### src/rtl/sat_engine_pkg.sv
// Shared types and parameter defaults for the SAT engine loader.
// Imported by the loader top and its watchdog.
package sat_engine_pkg;

    localparam int DEF_NUM_CLAUSES      = 8;
    localparam int DEF_NUM_VARS         = 8;
    localparam int DEF_NUM_LVLS         = 8;
    localparam int DEF_WIDTH_LVL        = 16;
    localparam int DEF_WIDTH_BIN_ID     = 10;
    localparam int DEF_WIDTH_VAR_STATES = 19;
    localparam int DEF_WIDTH_LVL_STATES = 11;
    localparam int DEF_MAX_CYCLES       = 1024;

    typedef enum logic [2:0] {
        S_IDLE,
        S_LOAD_C,
        S_PAD_C,
        S_LOAD_VS,
        S_LOAD_LS,
        S_START,
        S_RUN,
        S_DONE
    } state_e;

endpackage

### src/rtl/sat_watchdog.sv
// Run-phase cycle counter; flags the cycle whose edge
// brings the count up to MAX_CYCLES.
module sat_watchdog
    import sat_engine_pkg::*;
#(
    parameter int MAX_CYCLES = DEF_MAX_CYCLES
) (
    input  logic clk,
    input  logic rst,
    input  logic clear_i,
    input  logic en_i,
    output logic expired_o
);

    localparam int CW = $clog2(MAX_CYCLES + 1);
    localparam logic [CW-1:0] LAST = CW'(MAX_CYCLES - 1);

    logic [CW-1:0] cnt_q, cnt_d;

    // Clear wins over counting.
    always_comb begin
        cnt_d = cnt_q;
        if (clear_i) begin
            cnt_d = '0;
        end else if (en_i) begin
            cnt_d = cnt_q + CW'(1);
        end
    end

    // Counter register.
    always_ff @(posedge clk or negedge rst) begin
        if (!rst) begin
            cnt_q <= '0;
        end else begin
            cnt_q <= cnt_d;
        end
    end

    assign expired_o = en_i && (cnt_q == LAST);

endmodule

### src/rtl/sat_engine_loader.sv
// Loads clause rows, var and level states into the SAT engine,
// starts it and collects its verdict under a watchdog.
module sat_engine_loader
    import sat_engine_pkg::*;
#(
    parameter int NUM_CLAUSES      = DEF_NUM_CLAUSES,
    parameter int NUM_VARS         = DEF_NUM_VARS,
    parameter int NUM_LVLS         = DEF_NUM_LVLS,
    parameter int WIDTH_LVL        = DEF_WIDTH_LVL,
    parameter int WIDTH_BIN_ID     = DEF_WIDTH_BIN_ID,
    parameter int WIDTH_VAR_STATES = DEF_WIDTH_VAR_STATES,
    parameter int WIDTH_LVL_STATES = DEF_WIDTH_LVL_STATES,
    parameter int MAX_CYCLES       = DEF_MAX_CYCLES
) (
    input  logic                                   clk,
    input  logic                                   rst,
    input  logic                                   start_i,
    input  logic [WIDTH_BIN_ID-1:0]                bin_id_i,
    input  logic [WIDTH_LVL-1:0]                   base_lvl_i,
    input  logic [WIDTH_VAR_STATES*NUM_VARS-1:0]   vs_src_i,
    input  logic [WIDTH_LVL_STATES*NUM_LVLS-1:0]   ls_src_i,
    input  logic                                   clause_valid_i,
    input  logic                                   clause_last_i,
    input  logic [2*NUM_VARS-1:0]                  clause_data_i,
    output logic                                   clause_ready_o,
    output logic                                   busy_o,
    output logic                                   done_o,
    output logic                                   sat_o,
    output logic                                   unsat_o,
    output logic                                   timeout_o,
    output logic                                   proto_err_o,
    output logic [WIDTH_LVL-1:0]                   bkt_lvl_o,
    output logic [WIDTH_VAR_STATES*NUM_VARS-1:0]   vs_result_o,
    output logic [NUM_CLAUSES-1:0]                 wr_carray_o,
    output logic [2*NUM_VARS-1:0]                  clause_o,
    output logic [NUM_VARS-1:0]                    wr_var_states_o,
    output logic [WIDTH_VAR_STATES*NUM_VARS-1:0]   vars_states_o,
    output logic [NUM_LVLS-1:0]                    wr_lvl_states_o,
    output logic [WIDTH_LVL_STATES*NUM_LVLS-1:0]   lvl_states_o,
    output logic                                   start_core_o,
    output logic [WIDTH_LVL-1:0]                   cur_bin_num_o,
    output logic [WIDTH_LVL-1:0]                   load_lvl_o,
    output logic [WIDTH_LVL-1:0]                   base_lvl_o,
    output logic                                   base_lvl_en_o,
    input  logic                                   done_core_i,
    input  logic                                   sat_i,
    input  logic                                   unsat_i,
    input  logic [WIDTH_LVL-1:0]                   bkt_lvl_i,
    input  logic [WIDTH_VAR_STATES*NUM_VARS-1:0]   vars_states_eng_i
);

    localparam int VSW = WIDTH_VAR_STATES * NUM_VARS;
    localparam int LSW = WIDTH_LVL_STATES * NUM_LVLS;
    localparam int CLW = 2 * NUM_VARS;
    localparam int KW  = (NUM_CLAUSES > 1) ? $clog2(NUM_CLAUSES) : 1;
    localparam logic [KW-1:0] K_LAST = KW'(NUM_CLAUSES - 1);

    state_e                  state_q;
    logic [KW-1:0]           k_q;
    logic [WIDTH_BIN_ID-1:0] bin_q;
    logic [WIDTH_LVL-1:0]    base_q;
    logic [VSW-1:0]          vs_q;
    logic [LSW-1:0]          ls_q;

    logic                    ready_q, busy_q, done_q;
    logic                    sat_q, unsat_q, tout_q, perr_q;
    logic [WIDTH_LVL-1:0]    bkt_q;
    logic [VSW-1:0]          vsres_q;
    logic [NUM_CLAUSES-1:0]  wrc_q;
    logic [CLW-1:0]          clause_q;
    logic [NUM_VARS-1:0]     wrvs_q;
    logic [VSW-1:0]          vso_q;
    logic [NUM_LVLS-1:0]     wrls_q;
    logic [LSW-1:0]          lso_q;
    logic                    stc_q;
    logic [WIDTH_LVL-1:0]    curbin_q, loadlvl_q, baselvl_q;
    logic                    baseen_q;

    logic beat;
    logic expired;

    assign beat = clause_valid_i & ready_q;

    sat_watchdog #(
        .MAX_CYCLES (MAX_CYCLES)
    ) u_wdog (
        .clk       (clk),
        .rst       (rst),
        .clear_i   (state_q != S_RUN),
        .en_i      (state_q == S_RUN),
        .expired_o (expired)
    );

    // Load/run sequencer; every engine-facing output is registered.
    always_ff @(posedge clk or negedge rst) begin
        if (!rst) begin
            state_q   <= S_IDLE;
            k_q       <= '0;
            bin_q     <= '0;
            base_q    <= '0;
            vs_q      <= '0;
            ls_q      <= '0;
            ready_q   <= 1'b0;
            busy_q    <= 1'b0;
            done_q    <= 1'b0;
            sat_q     <= 1'b0;
            unsat_q   <= 1'b0;
            tout_q    <= 1'b0;
            perr_q    <= 1'b0;
            bkt_q     <= '0;
            vsres_q   <= '0;
            wrc_q     <= '0;
            clause_q  <= '0;
            wrvs_q    <= '0;
            vso_q     <= '0;
            wrls_q    <= '0;
            lso_q     <= '0;
            stc_q     <= 1'b0;
            curbin_q  <= '0;
            loadlvl_q <= '0;
            baselvl_q <= '0;
            baseen_q  <= 1'b0;
        end else begin
            wrc_q     <= '0;
            clause_q  <= '0;
            wrvs_q    <= '0;
            vso_q     <= '0;
            wrls_q    <= '0;
            lso_q     <= '0;
            stc_q     <= 1'b0;
            curbin_q  <= '0;
            loadlvl_q <= '0;
            done_q    <= 1'b0;
            unique case (state_q)
                S_IDLE: begin
                    if (start_i) begin
                        bin_q   <= bin_id_i;
                        base_q  <= base_lvl_i;
                        vs_q    <= vs_src_i;
                        ls_q    <= ls_src_i;
                        k_q     <= '0;
                        sat_q   <= 1'b0;
                        unsat_q <= 1'b0;
                        tout_q  <= 1'b0;
                        perr_q  <= 1'b0;
                        bkt_q   <= '0;
                        vsres_q <= '0;
                        ready_q <= 1'b1;
                        busy_q  <= 1'b1;
                        state_q <= S_LOAD_C;
                    end
                end
                S_LOAD_C: begin
                    if (beat) begin
                        wrc_q    <= NUM_CLAUSES'(1) << k_q;
                        clause_q <= clause_data_i;
                        k_q      <= k_q + KW'(1);
                        if (k_q == K_LAST) begin
                            ready_q   <= 1'b0;
                            baseen_q  <= 1'b1;
                            baselvl_q <= base_q;
                            state_q   <= S_LOAD_VS;
                        end else if (clause_last_i) begin
                            ready_q <= 1'b0;
                            state_q <= S_PAD_C;
                        end
                    end
                end
                S_PAD_C: begin
                    wrc_q <= NUM_CLAUSES'(1) << k_q;
                    k_q   <= k_q + KW'(1);
                    if (k_q == K_LAST) begin
                        baseen_q  <= 1'b1;
                        baselvl_q <= base_q;
                        state_q   <= S_LOAD_VS;
                    end
                end
                S_LOAD_VS: begin
                    wrvs_q  <= '1;
                    vso_q   <= vs_q;
                    state_q <= S_LOAD_LS;
                end
                S_LOAD_LS: begin
                    wrls_q  <= '1;
                    lso_q   <= ls_q;
                    state_q <= S_START;
                end
                S_START: begin
                    stc_q     <= 1'b1;
                    curbin_q  <= WIDTH_LVL'(bin_q);
                    loadlvl_q <= base_q;
                    state_q   <= S_RUN;
                end
                S_RUN: begin
                    if (done_core_i) begin
                        sat_q     <= sat_i;
                        unsat_q   <= unsat_i;
                        perr_q    <= sat_i & unsat_i;
                        bkt_q     <= bkt_lvl_i;
                        vsres_q   <= vars_states_eng_i;
                        done_q    <= 1'b1;
                        baseen_q  <= 1'b0;
                        baselvl_q <= '0;
                        state_q   <= S_DONE;
                    end else if (expired) begin
                        tout_q    <= 1'b1;
                        done_q    <= 1'b1;
                        baseen_q  <= 1'b0;
                        baselvl_q <= '0;
                        state_q   <= S_DONE;
                    end
                end
                S_DONE: begin
                    busy_q  <= 1'b0;
                    state_q <= S_IDLE;
                end
                default: begin
                    state_q <= S_IDLE;
                end
            endcase
        end
    end

    assign clause_ready_o  = ready_q;
    assign busy_o          = busy_q;
    assign done_o          = done_q;
    assign sat_o           = sat_q;
    assign unsat_o         = unsat_q;
    assign timeout_o       = tout_q;
    assign proto_err_o     = perr_q;
    assign bkt_lvl_o       = bkt_q;
    assign vs_result_o     = vsres_q;
    assign wr_carray_o     = wrc_q;
    assign clause_o        = clause_q;
    assign wr_var_states_o = wrvs_q;
    assign vars_states_o   = vso_q;
    assign wr_lvl_states_o = wrls_q;
    assign lvl_states_o    = lso_q;
    assign start_core_o    = stc_q;
    assign cur_bin_num_o   = curbin_q;
    assign load_lvl_o      = loadlvl_q;
    assign base_lvl_o      = baselvl_q;
    assign base_lvl_en_o   = baseen_q;

endmodule

### config.mk
export PLATFORM = sky130hd
export DESIGN_NAME = sat_engine_loader
export DESIGN_NICKNAME = d
export VERILOG_FILES = /design/src/rtl/sat_engine_pkg.sv /design/src/rtl/sat_watchdog.sv /design/src/rtl/sat_engine_loader.sv
export SDC_FILE = /design/constraint.sdc
export NUM_CORES = 1
export LEC_CHECK = 0
export CORE_AREA = 4 4 372 374
export CTS_BUF_LIST = sky130_fd_sc_hd__clkbuf_4 sky130_fd_sc_hd__clkbuf_8
export CTS_CLUSTER_DIAMETER = 150
export DETAILED_ROUTE_END_ITERATION = 10
export DIE_AREA = 0 0 376 378
export GPL_TIMING_DRIVEN = 0
export PLACE_DENSITY = 0.42
export SYNTH_ARGS = -nofsm -noshare
export SYNTH_HDL_FRONTEND = slang
export SYNTH_SLANG_ARGS = --single-unit
### constraint.sdc
create_clock -name clk -period 3.8 [get_ports clk]
set_input_delay 0.57 -clock clk [delete_from_list [all_inputs] [get_ports clk]]
set_output_delay 0.57 -clock clk [all_outputs]
set_load 0.02 [all_outputs]
==> Word level (Yosys, flattened, before mapping) <==
Cells that the tools add are included.
{ "totals": {"regBits": 788, "input_bits": 458, "output_inout_bits": 505, "elab_cells": 125} }
{ "classes": {"add_sub_neg": 2, "n_eq_ne": 18, "n_shift": 1, "muxes": 59, "n_bitwise": 2, "reduce_logical": 16} }
{ "ops": {"columns": ["cell", "n"], "rows": [
  ["2-to-1 mux 152 bit", 3],
  ["case mux 152 bit (2 select lines)", 1],
  ["2-to-1 mux 16 bit", 9],
  ["2-to-1 mux 88 bit", 1],
  ["case mux 16 bit (3 select lines)", 1],
  ["case mux 16 bit (2 select lines)", 1],
  ["2-to-1 mux 3 bit", 9],
  ["2-to-1 mux 8 bit", 3],
  ["case mux 3 bit (8 select lines)", 1],
  ["2-to-1 mux 11 bit", 2],
  ["2-to-1 mux 1 bit", 18],
  ["case mux 8 bit (2 select lines)", 1],
  ["== test 3 bit, second input constant", 5],
  ["!= test 2 bit, second input constant", 6],
  ["case mux 1 bit (2 select lines)", 6],
  ["adder 11 x 1 -> 11 bit, second input constant", 1],
  ["== test 11 x 10 -> 1 bit, second input constant", 1],
  ["2-to-1 mux 10 bit", 1],
  ["!= test 3 bit, second input constant", 3],
  ["case mux 3 bit (3 select lines)", 1],
  ["AND reduction 3 bit", 3],
  ["AND reduction 4 bit", 2],
  ["nonzero test 2 bit", 4],
  ["<< shifter 1 x 3 -> 8 bit, first input constant", 1],
  ["10 further kinds", 14]
]} }

==> Depth between registers and ports, before layout <==
Gate-level depths: netlist of run 1.
{ "logic_depth": {"ltp_word": 5, "depth_mapped": 9, "mapped_depth_nobuf": 6} }

==> Cells and area by module <==
A second synthesis of run 1 with hierarchy kept.
{ "hier_totals": {"cells_unflattened": 2192, "hier_area_um2": 29106.7} }
{ "modules_own_cells": {"columns": ["mod", "instances", "cells_each", "area_each_um2", "seq_area_each_um2"], "rows": [
  ["sat_engine_loader", 1, 2136, 28538.6, 18943.2],
  ["sat_watchdog", 1, 56, 568.0, 275.3]
]} }

==> Worst setup path after synthesis of run 1 <==
No wires, ideal clock.
{ "synth_path": {"kind": "input-to-reg", "from": "input port start_i", "to": "register base_q[10]", "setup_ps": 125, "t_arrival_ps": 1737, "t_required_ps": 3675, "path_slack_ps": 1938, "path_stages": 5, "n_path_buf": 3, "cell_sequence": "nor4b_1 > buf_2 > buf_2 > buf_2 > mux2_2"} }
{ "synth_via": {"elab_chain_len": 1} }
{ "synth_rtl": {"columns": ["element", "line", "source"], "rows": [
  ["from (decl)", "sat_engine_loader.sv:17", "input logic start_i,"],
  ["AND reduction 2 bit (no source line)", null, null],
  ["to (signal assigned)", "sat_engine_loader.sv:138", "base_q <= base_lvl_i;"],
  ["to (decl)", "sat_engine_loader.sv:61", "logic [WIDTH_LVL-1:0] base_q;"]
]} }
No other way between the ends.
A chain may end at the register's enable or synchronous reset.

==> results of run 1 <==
==> through the flow <==
| stage | cell area (um^2) | total power, uW | cells |
|---|---|---|---|
| after floorplan | 27700 | 17900 | 2096 |
| after global placement | 39500 | 24000 | 4833 |
| after global routing | 42900 | 34100 | 5100 |
| after detailed placement | 39800 | 24000 | 4844 |
| final | 42900 | 32100 | 5112 |
| after CTS | 42900 | 32900 | 5097 |
==> flip-flops by register name, summed over array words and instances (netlist names), 3 cells and up <==
signal,count
state_q,3
vs_result_o,152
load_lvl_o,16
lvl_states_o,88
wr_carray_o,8
base_q,16
ls_q,88
cur_bin_num_o,10
clause_o,16
bkt_lvl_o,16
u_wdog.cnt_q,11
bin_q,10
vs_q,152
vars_states_o,152
k_q,3
base_lvl_o,16
==> synth_stat cells, types with 2 or more instances <==
cell type | instances | area (um^2)
and3_1 | 6 | 37.5
nand2b_1 | 4 | 25.0
a22o_1 | 16 | 140
dfrtp_1 | 768 | 19200
inv_1 | 7 | 26.3
nor3_1 | 2 | 10.0
o21ai_0 | 160 | 801
ha_1 | 7 | 87.6
o21a_1 | 2 | 15.0
nand3_1 | 3 | 15.0
nand4_1 | 4 | 25.0
a21oi_1 | 8 | 40.0
mux2_2 | 267 | 3010
clkbuf_1 | 63 | 236
xnor2_1 | 3 | 26.3
buf_2 | 44 | 220
xor2_1 | 4 | 35.0
o21ai_1 | 20 | 100
and2_1 | 284 | 1780
nor2_1 | 16 | 60.1
nand2_1 | 351 | 1320
buf_4 | 22 | 165
buf_6 | 10 | 113
or3_1 | 2 | 12.5
==> metal layers <==
metal,track usage (%),vias up,wire [um]
li1,-,9141,-
met5,0,-,185
met3,7.95,165,12400
met2,25.1,761,53300
met4,4.82,28,2560
met1,16.9,9802,41500
==> worst paths after layout <==
check                                 startpoint                  to  slack [ns]  depth (start not counted)
max in group asynchronous                    rst    cur_bin_num_o[1]        1.36                          5
max                           wr_lvl_states_o[6]  wr_lvl_states_o[7]        0.89                          2
min reg2reg                             ls_q[68]    lvl_states_o[68]        0.46                          1
min                                          rst  vars_states_o[147]        0.28                          2
min in group clk           vars_states_eng_i[41]     vs_result_o[41]        0.29                          3
max reg2reg                           state_q[0]            bin_q[1]        1.13                          5
==> kinds of logic (layout without fill, tap and decap cells) <==
kind of cell | count (synthesis) | in the layout | synth area share, %
and+or+nand+nor | 680 | 680 | 12.1
adders and majority gates | 7 | 7 | 0.316
DFF | 768 | 768 | 69.4
AOI/OAI and AO/OA | 214 | 214 | 4.24
buffers and inverters | 147 | 1367 | 2.76
xor gates and xnor gates | 7 | 7 | 0.222
other | 1 | 21 | 0.0135
muxes | 267 | 267 | 10.9
==> final cells by class <==
cell class                 count  area, um^2
fill                       13800       92100
antenna                       15        37.5
clock inverter                23         264
buffer                       140         738
sequential                   768       19200
timing repair buffer         968        9840
clock buffer                 229        2810
tap                         1781        2230
multi-input combinational   1181        7740
inverter                       7        26.3
==> power groups by stage <==
stage | combinational, uW | sequential [uW] | clock, uW
5_1_grt | 12000 | 12700 | 9360
3_3_place_gp | 11300 | 12600 | 0
2_1_floorplan | 3930 | 13900 | 0
4_1_cts | 11500 | 12400 | 9000
3_5_place_dp | 11400 | 12500 | 0
6_report | 11200 | 12400 | 8600
==> timing repair <==
action                    CTS  global route
hold endpoints to repair   61             0
gates resized for setup     0             0
hold buffers                1             0
==> impl_metrics.json, run 1 <==
{
  "setup_tns_ns": 0,
  "crit_fanout": 8,
  "synthDistinctLibCells": 42,
  "wirelength_mm": 110,
  "worstSkewPairLatency_ns": 0.83,
  "final.setup_skew_ns": 0.0406,
  "postCtsSetupRepairBufs": 0,
  "synth-seq-area-share_pct": 69.4,
  "port_buffers": 956,
  "yosysWarnings": 0,
  "powerDensity_nw_per_um2": 749,
  "htreeDepth": 4,
  "worstSetupPathType": "flip-flop to primary output",
  "die_area_um2": 142000,
  "grtUsageTotal_pct": 15.2,
  "clk_pin_slew_ns": 0.06,
  "ioPinCount": 963,
  "synthToLayoutAreaGrowth_pct": 55.0,
  "swShare_pct": 34.0,
  "end_kind": "primary output",
  "whs_ns": 0.278,
  "min_path_type": "primary input to asynchronous set/reset pin",
  "intPower_uw": 21200,
  "outcome": "complete, no violations",
  "postSynthAreaPerCell_um2": 13.2,
  "vias_per_cell": 3.89,
  "p_switching_uw": 10900,
  "final_hold_viol_count": 0,
  "avgRoutedWirePerCell_um": 21.5,
  "cts_buffer_depth": 3,
  "synth_edf_count": 0,
  "maxSlewHeadroom_pct": 41.4,
  "syn_inst": 2091,
  "final_layout_size_suffix_gt1_share_pct": 18.5,
  "synth_seq_cells": 768,
  "grt_max_degree": 111,
  "die_h_um": 378,
  "worstSetupStartpointType": "flip-flop",
  "yosys_most_used_dff": "dfrtp_1",
  "overflow": 0,
  "initial_core_util_pct": 20.5,
  "final_cell_mix": "clkdlybuf4s50_1, dfrtp_1, nand2_1, and2_1, mux2_2",
  "cts_tree": "yes",
  "peakVddDrop_mv": 0.355,
  "core_region_area_um2": 135000,
  "drcViolationCount": 0,
  "grt_first_pass_wirelength_mm": 155,
  "hpwlAfterDp_mm": 83.6,
  "max_freq_ghz": 0.344,
  "antenna_found_initial": 33,
  "die_w_um": 376,
  "crit_chain": "buf_4 -> clkdlybuf4s50_1",
  "synthArstFlopShare_pct": 100,
  "drv_slew": 0,
  "via_count": 19900,
  "drt_iter0_drc": 877,
  "dr.pass1.iters": 4,
  "crit_family": "buffers and inverters",
  "worstPathArrival_ns": 2.34,
  "worst_slew_pin_slew_ns": 0.875,
  "grt_pass1_vias": 20900,
  "clockRootBuffer": "clkbuf_8",
  "final_nets": 3678,
  "power_frac_seq_pct": 38.5,
  "min_period_ns": 2.91,
  "core.rowCount": 135,
  "place_worst_setup_slack_ns": 0.321,
  "syn_area_um2": 27700,
  "p_comb_share_pct": 34.7,
  "period_share_pct": 76.6,
  "utilization_pct": 31.8,
  "slowest_stage": "dfrtp_1",
  "gp_congestion": 0.794,
  "critPathRequiredTime_ns": 3.23,
  "setup_viol": 0,
  "worst-path-buf-inv": 2,
  "max_stage_delay_ns": 0.71,
  "cts_buffers": 147,
  "leakagePower_uw": 0.0184,
  "drv_cap": 0,
  "ant_nets": 0,
  "p_clk_share_pct": 26.8,
  "cts.sink_count": 768,
  "finalWorstSetupSlack_ns": 0.889,
  "final_common_cell": "clkdlybuf4s50_1",
  "rsz0062_at_grt": "false"
}
(Power assumes the default switching activity.)
==> run 2, diff against run 1 <==
CORE_AREA = 4 4 371 373   (was 4 4 372 374)
DIE_AREA = 0 0 375 377   (was 0 0 376 378)
PLACE_DENSITY = 0.43   (was 0.42)
clock period = 2.6 ns   (was 3.8 ns; I/O delays follow)
==> run 2 against run 1 <==
Compared with the run above: combinational power grew 46%; sequential power grew 45%; non-clock buffer count grew 12; clock power grew 49%; critical path type unchanged; critical endpoint is now wr_lvl_states_o[3].
==> impl_metrics.json, run 2 (same netlist as run 1, synthesis figures left out) <==
{
  "worst-path-buf-inv": 2,
  "avgRoutedWirePerCell_um": 21.4,
  "powerDensity_nw_per_um2": 1090,
  "vias_per_cell": 3.90,
  "htreeDepth": 4,
  "port_buffers": 956,
  "worst_slew_pin_slew_ns": 0.902,
  "drv_slew": 0,
  "grtUsageMet3_pct": 8.36,
  "worstSetupStartpointType": "flip-flop",
  "ant_nets": 0,
  "final.setup_skew_ns": 0.0312,
  "final_common_cell": "clkdlybuf4s50_1",
  "dr.pass1.iters": 5,
  "cts_buffers": 147,
  "p_comb_share_pct": 34.7,
  "end_kind": "primary output",
  "setup_viol": 0,
  "intPower_uw": 31300,
  "worstSkewPairLatency_ns": 0.82,
  "final_layout_size_suffix_gt1_share_pct": 18.7,
  "hpwlAfterDp_mm": 83.7,
  "crit_family": "buffers and inverters",
  "max_stage_delay_ns": 0.60,
  "busiest_layer": "met2",
  "cts_buffer_depth": 3,
  "power_frac_seq_pct": 38.2,
  "drv_cap": 0,
  "setup_tns_ns": 0,
  "die_w_um": 375,
  "grt_use_met1_pct": 16.9,
  "dp_cells": 4844,
  "maxSlewHeadroom_pct": 39.8,
  "cts_tree": "yes",
  "synthToLayoutAreaGrowth_pct": 56.0,
  "gp_congestion": 0.821,
  "min_path_type": "primary input to flip-flop",
  "crit_fanout": 8,
  "grt_first_pass_wirelength_mm": 155,
  "min_period_ns": 2.43,
  "whs_ns": 0.129,
  "antenna_found_initial": 45,
  "clk_pin_slew_ns": 0.06,
  "p_switching_uw": 15900,
  "placed_area_um2": 39800,
  "utilization_pct": 32.1,
  "overflow": 0,
  "period_share_pct": 93.4,
  "grtUsageTotal_pct": 15.2,
  "outcome": "complete, no violations",
  "final_cell_count_no_fill": 5133,
  "cts.sink_count": 768,
  "slowest_stage": "clkdlybuf4s50_1",
  "final_nets": 3690,
  "core_region_area_um2": 135000,
  "max_freq_ghz": 0.412,
  "fin_area_um2": 43200,
  "die_area_um2": 141000,
  "ioPinCount": 963,
  "via_count": 20000,
  "initial_core_util_pct": 20.6,
  "p_clk_share_pct": 27.0,
  "clockRootBuffer": "clkbuf_8",
  "grt_util_met2_pct": 24.9,
  "crit_chain": "buf_4 -> clkdlybuf4s50_1",
  "drcViolationCount": 0,
  "final_hold_viol_count": 0,
  "worstPathArrival_ns": 2.04,
  "leakagePower_uw": 0.0186,
  "peakVddDrop_mv": 0.518,
  "rsz0062_at_grt": "false",
  "swShare_pct": 33.7,
  "wirelength_mm": 110,
  "drt_iter0_drc": 820,
  "final_cell_mix": "clkdlybuf4s50_1, dfrtp_1, nand2_1, and2_1, mux2_2",
  "critPathRequiredTime_ns": 2.21,
  "grt_pass1_vias": 21000,
  "core.rowCount": 135,
  "die_h_um": 377,
  "worstSetupPathType": "flip-flop to primary output",
  "grt_max_degree": 107
}
==> run 2: changes by cell type in the layout (fill, tap and decap cells not counted), moves of 3 or more <==
| cell | change |
|---|---|
| clkbuf_4 | -8 |
| dlygate4sd3_1 | +11 |
| diode_2 | +5 |
| buf_16 | +3 |
| clkbuf_8 | +16 |
==> run 2: layer usage <==
| layer | vias to the layer above | share of wire (%) | wire length, um |
|---|---|---|---|
| li1 | 9172 | - | - |
| met5 | - | 0.21 | 236 |
| met1 | 9826 | 38 | 41800 |
| met2 | 768 | 48 | 52500 |
| met4 | 36 | 2.4 | 2670 |
| met3 | 199 | 11 | 12600 |
==> run 2: tightest hold or removal path: stages <==
cell and delay, ns:
clkdlybuf4s50_1 0.40, nand2_1 0.06, o21ai_0 0.06
==> run 2: worst paths after layout <==
path / start / to / slack [ns] / depth (start not counted)
worst max-delay path: wr_lvl_states_o[6] / wr_lvl_states_o[3] / 0.17 / 2
worst min-delay path: vars_states_eng_i[18] / vs_result_o[18] / 0.13 / 3
worst max register to register: state_q[0] / vs_q[123] / 0.24 / 5
worst min register to register: ls_q[17] / lvl_states_o[17] / 0.45 / 1
max in group asynchronous: rst / lvl_states_o[9] / 0.40 / 6
min in group asynchronous: rst / clause_o[3] / 0.15 / 3
==> run 2: timing repair <==
item,4_1_cts,5_1_grt
endpoints found under the setup margin,63,47
hold buffers,13,0
hold endpoints to repair,239,0
setup buffers,0,0
cloned,0,0
resized for setup,4,8
==> run 2: area by class of cell <==
type	count	area, um^2
inverters	7	26.3
multi-input cells	1181	7750
fillers	13800	91400
repair buffers	980	10000
diodes	20	50.0
plain buffers	140	746
clock buffers	237	2970
clock inverters	19	188
well taps	1781	2230
flip-flops and latches	768	19200
==> run 2: per-stage QoR <==
stage / setup slack (ns) / power (uW)
finish: 0.171 / 47200
global route: 0.000720 / 50100
CTS: 0.0152 / 48300
detailed placement: -0.718 / 35000
global placement: -37.16 / 34900
floorplan: 0.829 / 26100
==> run 2: power by group through the flow <==
stage | Combinational [uW] | Sequential (uW) | Clock (uW)
after CTS | 16800 | 18100 | 13400
after global routing | 17600 | 18600 | 13900
after detailed placement | 16700 | 18300 | 0
after global placement | 16500 | 18400 | 0
final | 16400 | 18000 | 12800
after floorplan | 5740 | 20400 | 0
